## src/rtl/cc_pkg.sv

```systemverilog
// Shared cache-controller definitions.
// Holds AXI burst encodings, cache line geometry, the fixed AR burst shape used
// for critical-word-first line fills, and the dispatcher FSM state type.
package cc_pkg;

  localparam int CACHE_LINE_BITS  = 512;
  localparam int WORD_OFFSET_BITS = 3;
  localparam int HIT_DATA_WIDTH   = CACHE_LINE_BITS + WORD_OFFSET_BITS;

  localparam logic [1:0] BURST_FIXED = 2'b00;
  localparam logic [1:0] BURST_INCR  = 2'b01;
  localparam logic [1:0] BURST_WRAP  = 2'b10;

  // A 64-byte line is 8 beats of 8 bytes.
  localparam logic [3:0] ARLEN_LINE = 4'd7;
  localparam logic [2:0] ARSIZE_8B  = 3'd3;

  typedef enum logic {
    ST_IDLE,
    ST_AR_WAIT
  } disp_state_e;

  // Word-aligned address of the critical word; the WRAP burst starts there.
  function automatic logic [31:0] cw_addr(input logic [31:0] addr);
    return {addr[31:3], 3'b000};
  endfunction

endpackage

```

## src/rtl/cc_hit_miss_dispatcher.sv

```systemverilog
// Final lookup-side stage of the cache controller.
// Accepts one tag-compare result per handshake. Every accepted result pushes an
// ordering flag (1 = hit) into the hit-flag FIFO. Hits also push
// {critical word offset, line} into the hit-data FIFO; misses issue one
// critical-word-first WRAP read burst on the AXI AR channel. The number of
// misses still awaiting their last R beat is capped at MAX_OUTSTANDING.
//
// Ports:
//   clk, rst_n                      clock, synchronous active-low reset
//   tc_valid_i/tc_ready_o           lookup result handshake
//   tc_hit_i, tc_addr_i, tc_data_i  lookup result payload
//   hit_flag_fifo_*                 ordering flag push (afull at depth-1)
//   hit_data_fifo_*                 hit line push (afull at depth-1)
//   mem_ar*                         AXI read address channel
//   mem_rlast_beat_i                last beat of a miss burst consumed
module cc_hit_miss_dispatcher
  import cc_pkg::*;
#(
  parameter int MAX_OUTSTANDING = 2
) (
  input  logic                      clk,
  input  logic                      rst_n,
  input  logic                      tc_valid_i,
  output logic                      tc_ready_o,
  input  logic                      tc_hit_i,
  input  logic [31:0]               tc_addr_i,
  input  logic [CACHE_LINE_BITS-1:0] tc_data_i,
  input  logic                      hit_flag_fifo_afull_i,
  output logic                      hit_flag_fifo_wren_o,
  output logic                      hit_flag_fifo_wdata_o,
  input  logic                      hit_data_fifo_afull_i,
  output logic                      hit_data_fifo_wren_o,
  output logic [HIT_DATA_WIDTH-1:0] hit_data_fifo_wdata_o,
  output logic [31:0]               mem_araddr_o,
  output logic [3:0]                mem_arlen_o,
  output logic [2:0]                mem_arsize_o,
  output logic [1:0]                mem_arburst_o,
  output logic                      mem_arvalid_o,
  input  logic                      mem_arready_i,
  input  logic                      mem_rlast_beat_i
);

  localparam int CNT_W = $clog2(MAX_OUTSTANDING + 1);
  localparam logic [CNT_W-1:0] MAX_CNT = CNT_W'(MAX_OUTSTANDING);

  disp_state_e      state;
  logic [CNT_W-1:0] out_cnt;
  logic             accept;
  logic             miss_acc;
  logic             rlast_ok;

  // Byte offset within the critical word is irrelevant to an 8-byte beat.
  logic unused_addr_lsb;
  assign unused_addr_lsb = ^tc_addr_i[2:0];

  assign tc_ready_o = (state == ST_IDLE) && !hit_flag_fifo_afull_i &&
                      !hit_data_fifo_afull_i && (out_cnt < MAX_CNT);
  assign accept     = tc_valid_i && tc_ready_o;
  assign miss_acc   = accept && !tc_hit_i;
  // A stray rlast with nothing outstanding must not wrap the counter.
  assign rlast_ok   = mem_rlast_beat_i && (out_cnt != '0);

  assign mem_arlen_o   = ARLEN_LINE;
  assign mem_arsize_o  = ARSIZE_8B;
  assign mem_arburst_o = BURST_WRAP;

  always_ff @(posedge clk) begin
    if (!rst_n) begin
      state                 <= ST_IDLE;
      out_cnt               <= '0;
      hit_flag_fifo_wren_o  <= 1'b0;
      hit_flag_fifo_wdata_o <= 1'b0;
      hit_data_fifo_wren_o  <= 1'b0;
      hit_data_fifo_wdata_o <= '0;
      mem_arvalid_o         <= 1'b0;
      mem_araddr_o          <= '0;
    end else begin
      hit_flag_fifo_wren_o <= accept;
      hit_data_fifo_wren_o <= accept && tc_hit_i;
      if (accept)
        hit_flag_fifo_wdata_o <= tc_hit_i;
      if (accept && tc_hit_i)
        hit_data_fifo_wdata_o <= {tc_addr_i[5:3], tc_data_i};

      if (miss_acc && !rlast_ok)
        out_cnt <= out_cnt + 1'b1;
      else if (!miss_acc && rlast_ok)
        out_cnt <= out_cnt - 1'b1;

      case (state)
        ST_IDLE: begin
          if (miss_acc) begin
            mem_arvalid_o <= 1'b1;
            mem_araddr_o  <= cw_addr(tc_addr_i);
            state         <= ST_AR_WAIT;
          end
        end
        ST_AR_WAIT: begin
          // Address stays put until the slave takes it.
          if (mem_arready_i) begin
            mem_arvalid_o <= 1'b0;
            state         <= ST_IDLE;
          end
        end
        default: state <= ST_IDLE;
      endcase
    end
  end

  rlast_without_outstanding: assert property (
    @(posedge clk) disable iff (!rst_n) !(mem_rlast_beat_i && out_cnt == '0));

endmodule

```

## config.mk

```make
export PLATFORM = sky130hd
export DESIGN_NAME = cc_hit_miss_dispatcher
export DESIGN_NICKNAME = d
export VERILOG_FILES = /design/src/rtl/cc_pkg.sv /design/src/rtl/cc_hit_miss_dispatcher.sv
export SDC_FILE = /design/constraint.sdc
export NUM_CORES = 1
export LEC_CHECK = 0
export CORE_AREA = 5 5 428 430
export CTS_CLUSTER_SIZE = 10
export DETAILED_ROUTE_END_ITERATION = 16
export DIE_AREA = 0 0 433 435
export GPL_TIMING_DRIVEN = 0
export PLACE_DENSITY_LB_ADDON = 0.05
export RECOVER_POWER = 100
export SYNTH_ARGS = -nofsm -noshare
export SYNTH_HDL_FRONTEND = slang
export SYNTH_SLANG_ARGS = --single-unit
```

## constraint.sdc

```tcl
create_clock -name clk -period 2.64 [get_ports clk]
set_input_delay 0.396 -clock clk [delete_from_list [all_inputs] [get_ports clk]]
set_output_delay 0.396 -clock clk [all_outputs]
set_load 0.02 [all_outputs]
```

==> impl_metrics.yaml <==
sta:
  final_hold_viol_count: 0
  fin_skew_ns: 0.02077
  fin_crit_ns: 2.356
  maxSlewHeadroom: 0.3051
  tightest_slew_ns: 1.042
  post-route-period-util: 0.8923
  setup_viol: 0
  rsz0062_at_grt: "no"
  setup_ws_ns: 0.2844
  drv_slew: 0
  max_freq_mhz: 424.5
routing:
  drt-total-wl_um: 144300
  drtAntennaViolNets: 0
  num_vias: 20740
  wl_per_cell_um: 23.93
  via_per_inst: 3.440
  drt_iter0_drc: 792
  drc_errors: 0
  drtPass1Iterations: 5
cts:
  clock_path_buffers: 3
  clock-sinks: 551
  clkLatencyLatePin_ns: 0.69
  post_cts_buffers: 0
  cts_buffers: 83
  h-tree-depth: 3
  tritoncts: "built"
  ctsRootBufferMaster: "clkbuf_16"
  clk_pin_slew_ns: 0.06
power:
  power_switching_uw: 6232
  p_sw_frac: 0.2753
  clkPwrFrac: 0.484
  internal_power_uw: 16410
  power_frac_comb: 0.131
  p_leak_uw: 0.01530
  seqPwrFrac: 0.385
  p_total_uw: 22640
  cellPowerDensity_nw_per_um2: 591.4
  vdd_drop_max_uv: 367.2
synth:
  ys_ff_latch: 551
  synthCells: 2398
  postSynthAreaPerCell_um2: 9.100
  synth_enable_flop_cells: 0
  yosysWarnings: 0
  netlist_area_um2: 21820
  synthArstFlopShare: 0
  synth_cell_type_count: 23
  synth_ff_type: "dfxtp_1"
  ys_seq_area_frac: 0.5055
grt:
  grt_usage: 0.1484
  grt_max_degree: 11
  gr-usage-met1: 0.1628
  antenna_found_initial: 72
  grtUsageMet2: 0.2735
  grt_pass1_wl_um: 193800
  grtUsageMet3: 0.05128
  busiest_layer: "met2"
  grt_overflow: 0
  grt_pass1_vias: 21490
critical_path:
  ff2ff_setup_slack_ns: 0.28
  crit_fanout: 10
  crit_required_ns: 3.26
  reg2regPathDepth: 7
  timing.rr.start: "out_cnt[1]"
  crit_path_start: "out_cnt[1]"
  start_kind: "flip-flop"
  r2r-end: "hit_data_fifo_wdata_o[427]"
  endpoint: "hit_data_fifo_wdata_o[427]"
  path_class: "flip-flop to flip-flop"
  arrival_ns: 2.97
  worst_setup_path_end_kind: "flip-flop"
finish:
  layout-drive-gt1-share: 0.05265
  finalNonFillerCells: 6028
  final_cell_mix: "nand2_1, dfxtp_1, dlygate4sd3_1, clkdlybuf4s50_1, mux2i_1"
  finalNetCount: 4142
  layout_commonest_cell: "nand2_1"
  synthToLayoutAreaGrowth_pct: 75.44
flow_run:
  drv_cap: 0
floorplan:
  rows: 156
  start_util: 0.1217
  fp.dieH_um: 435
  ios: 1113
  core-area_um2: 179400
  dieWidth_um: 433
  die_area_um2: 188400
placement:
  gp_congestion: 0.8154
  pre_cts_ws_ns: -0.5433
  dp.cells: 5874
  io_buffers: 1096
  dp_hpwl_um: 117100
outcome:
  outcome: "finished, final reports clean"
min_path:
  hold_class: "input pin to flip-flop"
==> state kept, by name, summed over array words and instances, names as in the netlist <==
name / flops
hit_flag_fifo_wdata_o: 1
hit_data_fifo_wdata_o: 515
state: 1
mem_araddr_o: 29
out_cnt: 2
mem_arvalid_o: 1
hit_data_fifo_wren_o: 1
hit_flag_fifo_wren_o: 1
==> layout make-up <==
cell class / count / area (µm²)
flip-flops and latches: 551 / 11030
inverters: 2 / 7.507
clock buffers: 127 / 2475
repair buffers: 1096 / 10970
plain buffers: 194 / 998.5
clock inverters: 16 / 100.1
well taps: 2370 / 2965
diodes: 11 / 27.53
multi-input cells: 1661 / 9712
fillers: 19800 / 141100
==> cell families after synthesis <==
| kind of cell | after synthesis | synth area share |
|---|---|---|
| adder cells (fa/ha/maj) | 1 | 0.0005733 |
| AND/OR/NAND/NOR | 1095 | 0.1900 |
| AO/OA/AOI/OAI | 7 | 0.002064 |
| flip-flops | 551 | 0.5055 |
| multiplexers | 544 | 0.2495 |
| other | 2 | 0.0003441 |
| XOR/XNOR | 2 | 0.0008029 |
| buffers and inverters | 196 | 0.05120 |
==> layer usage <==
metal / part of all wire / vias to the layer above
li1: - / 10110
met4: 0.024 / 28
met2: 0.52 / 652
met3: 0.072 / 216
met5: 0.0013 / -
met1: 0.38 / 9731
==> critical path, stage by stage (launching register included) <==
cell      delay [ns]
dfxtp_1         0.35
nor4_4          0.42
and3_1          0.20
buf_2           0.16
buf_4           0.30
buf_6           0.28
clkbuf_4        0.34
mux2i_1         0.22
==> stage by stage <==
stage                     hold slack, ns  utilization  area, µm²  TNS, ns
final                             0.2543       0.2134      38290        0
after global routing              0.1804       0.2133      38260        0
after CTS                         0.1363       0.2139      38370        0
after detailed placement          0.4369       0.1996      35800   -71.55
after global placement            0.4333       0.1996      35800  -312.94
after floorplan                   0.5010            -      21860        0
==> cell usage after synthesis (3+ instances only) <==
library cell	n	area, µm²
mux2i_1	544	5445
clkbuf_1	121	454.2
nand2_1	1087	4080
a21boi_0	3	22.52
dfxtp_1	551	11030
buf_6	33	371.6
buf_4	35	262.8
buf_1	3	11.26
==> power by group through the flow <==
stage	clock [µW]	sequential [µW]	combinational, µW
after detailed placement	0	8900	3150
final	11000	8710	2970
after global placement	0	8900	3170
after CTS	11600	8720	3160
after floorplan	0	9160	941
after global routing	11900	8740	3210
==> repair_timing <==
action / 4_1_cts / 5_1_grt
gates cloned: 0 / 0
hold buffers: 0 / 0
endpoints found under the setup margin: 1 / 1
gates resized for setup: 1 / 3
==> how the worst min path moves through the flow <==
stage	start	depth (start not counted)	endpoint
CTS	tc_data_i[38]	3	hit_data_fifo_wdata_o[38]
detailed placement	mem_arvalid_o	2	mem_arvalid_o
floorplan	state	2	state
global route	tc_data_i[83]	3	hit_data_fifo_wdata_o[83]
global placement	mem_arvalid_o	2	mem_arvalid_o
finish	tc_data_i[66]	3	hit_data_fifo_wdata_o[66]
Note: power is estimated with default switching activity, not from simulation.
